## config.mk

```make
export PLATFORM = sky130hd
export DESIGN_NAME = alu_issue_stage
export DESIGN_NICKNAME = d
export VERILOG_FILES = /design/src/rtl/alu_defs_pkg.sv /design/src/rtl/alu_fun_decode.sv /design/src/rtl/alu_issue_stage.sv
export SDC_FILE = /design/constraint.sdc
export NUM_CORES = 1
export LEC_CHECK = 0
export BUFFER_PORTS_ARGS = -buffer_cell sky130_fd_sc_hd__buf_2
export CAP_MARGIN = 30
export CORE_UTILIZATION = 51
export CTS_BUF_LIST = sky130_fd_sc_hd__clkbuf_16
export CTS_CLUSTER_SIZE = 40
export DETAILED_ROUTE_END_ITERATION = 16
export GPL_ROUTABILITY_DRIVEN = 0
export PLACE_DENSITY_LB_ADDON = 0.12
export SLEW_MARGIN = 40
export SYNTH_ARGS = -nofsm -noshare
export SYNTH_HDL_FRONTEND = slang
export SYNTH_SLANG_ARGS = --single-unit
```

## constraint.sdc

```tcl
create_clock -name iClk -period 3.21 [get_ports iClk]
set_input_delay 0.4815 -clock iClk [delete_from_list [all_inputs] [get_ports iClk]]
set_output_delay 0.4815 -clock iClk [all_outputs]
set_load 0.01 [all_outputs]
```

## src/rtl/alu_defs_pkg.sv

```systemverilog
// Shared ALU function codes, MIPS opcode/funct/REGIMM encodings and the decoded-op record.
package alu_defs_pkg;

  localparam logic [5:0] FUN_ADD  = 6'b000000;
  localparam logic [5:0] FUN_SUB  = 6'b000001;
  localparam logic [5:0] FUN_AND  = 6'b011000;
  localparam logic [5:0] FUN_OR   = 6'b011110;
  localparam logic [5:0] FUN_XOR  = 6'b010110;
  localparam logic [5:0] FUN_NOR  = 6'b010001;
  localparam logic [5:0] FUN_PASS = 6'b011010;
  localparam logic [5:0] FUN_SLL  = 6'b100000;
  localparam logic [5:0] FUN_SRL  = 6'b100001;
  localparam logic [5:0] FUN_SRA  = 6'b100011;
  localparam logic [5:0] FUN_EQ   = 6'b110011;
  localparam logic [5:0] FUN_NEQ  = 6'b110001;
  localparam logic [5:0] FUN_LT   = 6'b110101;
  localparam logic [5:0] FUN_LEZ  = 6'b111101;
  localparam logic [5:0] FUN_GEZ  = 6'b111001;
  localparam logic [5:0] FUN_GTZ  = 6'b111111;

  localparam logic [5:0] OP_RTYPE  = 6'h00;
  localparam logic [5:0] OP_REGIMM = 6'h01;
  localparam logic [5:0] OP_BEQ    = 6'h04;
  localparam logic [5:0] OP_BNE    = 6'h05;
  localparam logic [5:0] OP_BLEZ   = 6'h06;
  localparam logic [5:0] OP_BGTZ   = 6'h07;
  localparam logic [5:0] OP_ADDI   = 6'h08;
  localparam logic [5:0] OP_ADDIU  = 6'h09;
  localparam logic [5:0] OP_SLTI   = 6'h0A;
  localparam logic [5:0] OP_SLTIU  = 6'h0B;
  localparam logic [5:0] OP_ANDI   = 6'h0C;
  localparam logic [5:0] OP_ORI    = 6'h0D;
  localparam logic [5:0] OP_XORI   = 6'h0E;
  localparam logic [5:0] OP_LUI    = 6'h0F;
  localparam logic [5:0] OP_LW     = 6'h23;
  localparam logic [5:0] OP_SW     = 6'h2B;

  localparam logic [5:0] F_SLL  = 6'h00;
  localparam logic [5:0] F_SRL  = 6'h02;
  localparam logic [5:0] F_SRA  = 6'h03;
  localparam logic [5:0] F_SLLV = 6'h04;
  localparam logic [5:0] F_SRLV = 6'h06;
  localparam logic [5:0] F_SRAV = 6'h07;
  localparam logic [5:0] F_ADD  = 6'h20;
  localparam logic [5:0] F_ADDU = 6'h21;
  localparam logic [5:0] F_SUB  = 6'h22;
  localparam logic [5:0] F_SUBU = 6'h23;
  localparam logic [5:0] F_AND  = 6'h24;
  localparam logic [5:0] F_OR   = 6'h25;
  localparam logic [5:0] F_XOR  = 6'h26;
  localparam logic [5:0] F_NOR  = 6'h27;
  localparam logic [5:0] F_SLT  = 6'h2A;
  localparam logic [5:0] F_SLTU = 6'h2B;

  localparam logic [4:0] RI_BLTZ = 5'd0;
  localparam logic [4:0] RI_BGEZ = 5'd1;

  typedef struct packed {
    logic [31:0] a;
    logic [31:0] b;
    logic [5:0]  fun;
    logic        sign;
    logic        illegal;
  } aluOp_t;

  // Shift functs share their low two bits between the immediate and variable forms.
  function automatic logic [5:0] shiftFun(input logic [1:0] kind);
    case (kind)
      2'b10:   return FUN_SRL;
      2'b11:   return FUN_SRA;
      default: return FUN_SLL;
    endcase
  endfunction

endpackage

```

## src/rtl/alu_fun_decode.sv

```systemverilog
// Combinational decode of a MIPS instruction into ALU operands, function code and sign select.
module alu_fun_decode
  import alu_defs_pkg::*;
#(
  parameter logic [5:0] RESET_FUN = FUN_ADD
) (
  input  logic [31:0] iInstr,
  input  logic [31:0] iRs,
  input  logic [31:0] iRt,
  output aluOp_t      op
);

  logic [5:0]  opcode, funct;
  logic [4:0]  rtField, shamt;
  logic [15:0] imm;
  logic [31:0] se, ze;
  logic        unusedRsField;

  assign opcode        = iInstr[31:26];
  assign rtField       = iInstr[20:16];
  assign shamt         = iInstr[10:6];
  assign funct         = iInstr[5:0];
  assign imm           = iInstr[15:0];
  assign se            = {{16{imm[15]}}, imm};
  assign ze            = {16'b0, imm};
  assign unusedRsField = ^iInstr[25:21];

  // Anything not matched keeps the illegal default: zero operands, RESET_FUN, unsigned.
  always_comb begin
    op = '{a: '0, b: '0, fun: RESET_FUN, sign: 1'b0, illegal: 1'b0};
    case (opcode)
      OP_RTYPE: begin
        op.a = iRs;
        op.b = iRt;
        case (funct)
          F_ADD, F_ADDU: begin op.fun = FUN_ADD; op.sign = (funct == F_ADD); end
          F_SUB, F_SUBU: begin op.fun = FUN_SUB; op.sign = (funct == F_SUB); end
          F_AND:         op.fun = FUN_AND;
          F_OR:          op.fun = FUN_OR;
          F_XOR:         op.fun = FUN_XOR;
          F_NOR:         op.fun = FUN_NOR;
          F_SLT, F_SLTU: begin op.fun = FUN_LT; op.sign = (funct == F_SLT); end
          F_SLL, F_SRL, F_SRA: begin
            op.a   = {27'b0, shamt};
            op.fun = shiftFun(funct[1:0]);
          end
          F_SLLV, F_SRLV, F_SRAV: op.fun = shiftFun(funct[1:0]);
          default: begin op.a = '0; op.b = '0; op.illegal = 1'b1; end
        endcase
      end
      OP_ADDI, OP_ADDIU: begin op.a = iRs; op.b = se; op.sign = (opcode == OP_ADDI); end
      OP_SLTI, OP_SLTIU: begin
        op.a = iRs; op.b = se; op.fun = FUN_LT; op.sign = (opcode == OP_SLTI);
      end
      OP_ANDI: begin op.a = iRs; op.b = ze; op.fun = FUN_AND; end
      OP_ORI:  begin op.a = iRs; op.b = ze; op.fun = FUN_OR;  end
      OP_XORI: begin op.a = iRs; op.b = ze; op.fun = FUN_XOR; end
      OP_LUI:  begin op.a = {imm, 16'b0}; op.fun = FUN_PASS; end
      OP_LW, OP_SW: begin op.a = iRs; op.b = se; op.fun = FUN_ADD; end
      OP_BEQ:  begin op.a = iRs; op.b = iRt; op.fun = FUN_EQ;  op.sign = 1'b1; end
      OP_BNE:  begin op.a = iRs; op.b = iRt; op.fun = FUN_NEQ; op.sign = 1'b1; end
      OP_BLEZ: begin op.a = iRs; op.fun = FUN_LEZ; op.sign = 1'b1; end
      OP_BGTZ: begin op.a = iRs; op.fun = FUN_GTZ; op.sign = 1'b1; end
      OP_REGIMM: begin
        case (rtField)
          RI_BLTZ: begin op.a = iRs; op.fun = FUN_LT;  op.sign = 1'b1; end
          RI_BGEZ: begin op.a = iRs; op.fun = FUN_GEZ; op.sign = 1'b1; end
          default: op.illegal = 1'b1;
        endcase
      end
      default: op.illegal = 1'b1;
    endcase
  end

endmodule

```

## src/rtl/alu_issue_stage.sv

```systemverilog
// Decode/issue stage: decodes into ALU controls and holds them in a single ID/EX register.
module alu_issue_stage
  import alu_defs_pkg::*;
#(
  parameter int         WIDTH     = 32,
  parameter logic [5:0] RESET_FUN = FUN_ADD
) (
  input  logic             iClk,
  input  logic             iReset,
  input  logic             iValid,
  output logic             oReady,
  input  logic [31:0]      iInstr,
  input  logic [WIDTH-1:0] iRs,
  input  logic [WIDTH-1:0] iRt,
  input  logic             iFlush,
  output logic             oValid,
  input  logic             iReady,
  output logic [WIDTH-1:0] oA,
  output logic [WIDTH-1:0] oB,
  output logic [5:0]       oALUFun,
  output logic             oSign,
  output logic             oIllegal
);

  aluOp_t dec, opQ;
  logic   vldQ, accept, drain;

  alu_fun_decode #(.RESET_FUN(RESET_FUN)) uDecode (
    .iInstr (iInstr),
    .iRs    (iRs),
    .iRt    (iRt),
    .op     (dec)
  );

  assign oReady = !vldQ || iReady;
  assign accept = iValid && oReady;
  assign drain  = vldQ && iReady;

  // Flush wins over a same-cycle accept; data only moves on a real accept so a stall is bit-stable.
  always_ff @(posedge iClk or posedge iReset) begin
    if (iReset) begin
      vldQ <= 1'b0;
      opQ  <= '{a: '0, b: '0, fun: RESET_FUN, sign: 1'b0, illegal: 1'b0};
    end else if (iFlush) begin
      vldQ <= 1'b0;
    end else if (accept) begin
      vldQ <= 1'b1;
      opQ  <= dec;
    end else if (drain) begin
      vldQ <= 1'b0;
    end
  end

  assign oValid   = vldQ;
  assign oA       = opQ.a;
  assign oB       = opQ.b;
  assign oALUFun  = opQ.fun;
  assign oSign    = opQ.sign;
  assign oIllegal = opQ.illegal;

endmodule

```

==> results summary <==
The wire length of the first global-routing pass came out at 17.2 mm. The count of mapped cells out of synthesis is between 300 and 400. The die covers ~0.0079 mm2. The post-detailed-route wirelength per cell came out at roughly 17 um. The placed cell count is roughly 640.

The share of synthesized registers carrying an async set or reset came out at 100%. The met1 routing resource usage after global routing is a little under two fifths. The number of nets handed over by synthesis was between 400 and 500. The final-report hold violation count is 0.

The clock period minus worst slack is between 2 and 2.5 ns. The total standard cell area after synthesis is about 0.0039 mm2. The maximum number of pins on one net before global-route repair is 76.

The ratio of total power to cell area is 470 mW/mm2. The final period utilization is roughly three quarters. The worst setup path is launched from an input port. The most congested layer reported by global routing is met2. In this run, flip-flops and latches consume 41.7% of the power. The repair_antennas step left the layout with diodes totalling 0.

After detailed routing, the number of vias per cell comes to 5.91. The floorplan row count is 31. The synthesis-to-finish area growth is 31.5%. The post-synthesis cell type count came out at 45. The number of global-route vias before repair is 3472. The number of H-tree branching levels is 3. Global routing consumed, on the met2 layer, between 40 and 50% of the routing resources. The net load switching power is roughly 0.70 mW. The total iterations of the first detailed-routing run came out at 4. The maximum achievable frequency came out at around 0.42 GHz. By area the synthesized netlist is led by sky130_fd_sc_hd__dfrtp_1 47%, sky130_fd_sc_hd__a22o_1 7.3%, sky130_fd_sc_hd__a221o_1 5.7%, sky130_fd_sc_hd__nor2_1 5.3%, sky130_fd_sc_hd__a32o_1 4.1%. For the pin with the worst max-slew slack, the measured transition is slightly below 0.8 ns.

The core region area is approximately 0.0073 mm2. The number of clock sinks seen by CTS is 73. The layout cell share with drive strength beyond 1 is between 30% and 40%.

The share of Yosys cell area claimed by the top area cell type came out at ~47%. The worst max-slew margin expressed relative to the limit came out at about half. The flow ran to the end, and the final reports show no timing, DRC or antenna violations. For this run, the share of the core covered by cells in the final layout is about 70%.

The initial cell density of the core came out at between 50% and 60%. Global routing used 28.6% of the available tracks. The part of the power in the clock network came out at between 40% and 50%. The final number of setup-violating endpoints is 0. The total negative slack for setup checks is 0 ns. The filler cell count in the final layout is 620.

The count of cells in the finished layout, fillers not included, comes to roughly 650. The top-level I/O count came out at approximately 180. STA puts the critical path data required time at 3.48 ns.

After global routing the overflow that remains totals 0. TritonCTS built the clock tree. The number of max-slew violations in the final report came out at 0. During synthesis, Yosys emitted a total of 0 warnings.

The global routing usage on met3 is between 5 and 6%. The relative contribution of combinational cells to total power is between 10% and 20%. Buffers inserted during clock tree synthesis total 9. The peak supply drop is 0.279 mV.

The number of gates resized after cts is 0. The max-cap violation count is 0. The setup skew after layout came out at roughly 0.0056 ns.

The mean post-synth cell area came out at 9.75 um2. The vias after detailed routing came out at between 3000 and 4000. The minimum setup slack after placement came out at between 0.5 and 0.6 ns. The number of antenna violations at the first check in global routing is 0. The data arrival time of the critical path came out at approximately 2.7 ns.

The setup slack after layout is about 0.82 ns. The post-route DRC violation count came out at 0. The count of antenna-violating nets left after detailed routing came out at 0. The total of buffers placed on input and output ports is 169. Setup repair after global routing left no endpoint under its margin. The path type of the worst setup path is input port to flip-flop. The later-pin clock latency in the skew report is 0.33 ns. Counting along the longest clock path gives a buffer depth of 2. In this run switching power makes up 29.4% of total power. The reported leakage power is around 2.6 nW. The sum of net half-perimeters after detailed placement is 7.70 mm. Hold repair after CTS inserted 0 buffers. The flop and latch count out of synthesis came out at 73. The clock-pin transition on the worst setup and hold timing paths is approximately 0.060 ns. The peak fanout along the critical path came out at 20. The worst hold margin came out at 0.302 ns.

The share of the yosys chip area belonging to registers came out at about 47%. The number of setup buffers added after CTS is 0. The wire length reported by the detailed router came out at ~11 mm. The die extent in y is roughly 89 um. The largest total area in the synthesized netlist belongs to sky130_fd_sc_hd__dfrtp_1. The internal power component came out at approximately 1.7 mW. The detailed router finished its first iteration with ~160 violations.

The number of flops mapped to enable cells by yosys is 0. The final-stage net count is 650. The cell sitting at the root of the clock tree is a sky130_fd_sc_hd__clkbuf_16. The most used flip-flop cell after synthesis is sky130_fd_sc_hd__dfrtp_1. The width of the die is around 89 um.

STA classifies the critical path endpoint as a flip-flop. The worst hold path belongs to the class input port to flip-flop.
==> layout by cell type, fill, tap and decap left out, types with 5 or more instances in the layout <==
master,Yosys,layout
sky130_fd_sc_hd__buf_4,4,12
sky130_fd_sc_hd__o21ai_0,10,10
sky130_fd_sc_hd__a32o_1,16,16
sky130_fd_sc_hd__a211oi_1,17,17
sky130_fd_sc_hd__nor3_1,18,17
sky130_fd_sc_hd__o211ai_1,5,5
sky130_fd_sc_hd__a21oi_1,22,21
sky130_fd_sc_hd__nor2b_1,6,6
sky130_fd_sc_hd__buf_2,6,169
sky130_fd_sc_hd__and2_1,8,8
sky130_fd_sc_hd__nand2_1,15,15
sky130_fd_sc_hd__dfrtp_1,73,73
sky130_fd_sc_hd__a31oi_1,5,5
sky130_fd_sc_hd__nand2b_1,7,6
sky130_fd_sc_hd__nor2_1,55,54
sky130_fd_sc_hd__a221o_1,22,22
sky130_fd_sc_hd__clkbuf_16,0,9
sky130_fd_sc_hd__a22o_1,32,32
sky130_fd_sc_hd__nor4_1,5,5
==> cell usage after synthesis (2+ instances only) <==
master,count
sky130_fd_sc_hd__a211o_1,3
sky130_fd_sc_hd__a211oi_1,17
sky130_fd_sc_hd__a21oi_1,22
sky130_fd_sc_hd__a221o_1,22
sky130_fd_sc_hd__a22o_1,32
sky130_fd_sc_hd__a311oi_1,2
sky130_fd_sc_hd__a31oi_1,5
sky130_fd_sc_hd__a32o_1,16
sky130_fd_sc_hd__a32oi_1,2
sky130_fd_sc_hd__and2_1,8
sky130_fd_sc_hd__buf_2,6
sky130_fd_sc_hd__buf_4,4
sky130_fd_sc_hd__clkbuf_1,28
sky130_fd_sc_hd__dfrtp_1,73
sky130_fd_sc_hd__inv_1,4
sky130_fd_sc_hd__nand2_1,15
sky130_fd_sc_hd__nand2b_1,7
sky130_fd_sc_hd__nand3_1,3
sky130_fd_sc_hd__nand3b_1,3
sky130_fd_sc_hd__nand4b_1,2
sky130_fd_sc_hd__nor2_1,55
sky130_fd_sc_hd__nor2b_1,6
sky130_fd_sc_hd__nor3_1,18
sky130_fd_sc_hd__nor4_1,5
sky130_fd_sc_hd__o211ai_1,5
sky130_fd_sc_hd__o21a_1,2
sky130_fd_sc_hd__o21ai_0,10
sky130_fd_sc_hd__o21ai_1,2
sky130_fd_sc_hd__or2_2,2
sky130_fd_sc_hd__or4_1,2
==> layer usage <==
| layer | wire (um) | share of wire [%] |
|---|---|---|
| met5 | 0 | 0 |
| met4 | 223 | 2.0 |
| met3 | 922 | 8.2 |
| met2 | 5270 | 47 |
| met1 | 4880 | 43 |
==> registers in the layout, summed over array words and instances, names as in the netlist <==
| signal | flops |
|---|---|
| oIllegal | 1 |
| oA | 32 |
| oValid | 1 |
| oALUFun | 6 |
| oSign | 1 |
| oB | 32 |
==> area by class of cell <==
cell class	instances	area, um2	area share [%]
multi-input cells	279	1870	36.8
flip-flops and latches	73	1830	36.0
clock inverters	7	68.8	1.36
well taps	99	124	2.44
repair buffers	182	947	18.7
clock buffers	9	225	4.44
inverters	4	15.0	0.296
==> path summary, 6_finish.rpt <==
kind	startpoint	end	slack [ns]	depth (start not counted)
max reg2reg	oValid	oB[29]	0.97	7
min	iFlush	oValid	0.30	2
max	iInstr[29]	oB[29]	0.82	7
max in group asynchronous	iReset	oB[27]	2.43	3
min in group asynchronous	iReset	oB[16]	0.32	3
min reg2reg	oSign	oSign	0.49	2
==> worst max-delay path, stage by stage <==
cell and delay (ns):
sky130_fd_sc_hd__buf_2 0.30, sky130_fd_sc_hd__nor2_2 0.09, sky130_fd_sc_hd__a211o_1 0.34, sky130_fd_sc_hd__a2111oi_4 0.36
sky130_fd_sc_hd__buf_4 0.28, sky130_fd_sc_hd__and2_1 0.54, sky130_fd_sc_hd__a221o_1 0.25
==> per-stage QoR <==
| step | instance area [um2] | power, mW |
|---|---|---|
| 6_report | 5080 | 2.39 |
| 5_1_grt | 5080 | 2.48 |
| 4_1_cts | 5080 | 2.39 |
| 3_5_place_dp | 4780 | 1.40 |
| 3_3_place_gp | 4770 | 1.39 |
| 2_1_floorplan | 3860 | 1.23 |
==> cell families after synthesis <==
family | count (synthesis) | synth area share (%)
buffers and inverters | 44 | 5.15
XOR/XNOR | 2 | 0.454
flip-flops | 73 | 47.3
AND/OR/NAND/NOR | 130 | 16.5
AO/OA/AOI/OAI | 147 | 30.6
==> power groups by stage <==
| stage | clock [mW] | sequential, mW | combinational [mW] |
|---|---|---|---|
| 3_3_place_gp | 0 | 1.01 | 0.378 |
| 4_1_cts | 1.01 | 0.996 | 0.390 |
| 2_1_floorplan | 0 | 1.04 | 0.191 |
| 6_report | 1.00 | 0.996 | 0.390 |
| 5_1_grt | 1.05 | 1.00 | 0.430 |
| 3_5_place_dp | 0 | 1.01 | 0.388 |
Note: power is estimated with default switching activity, not from simulation.
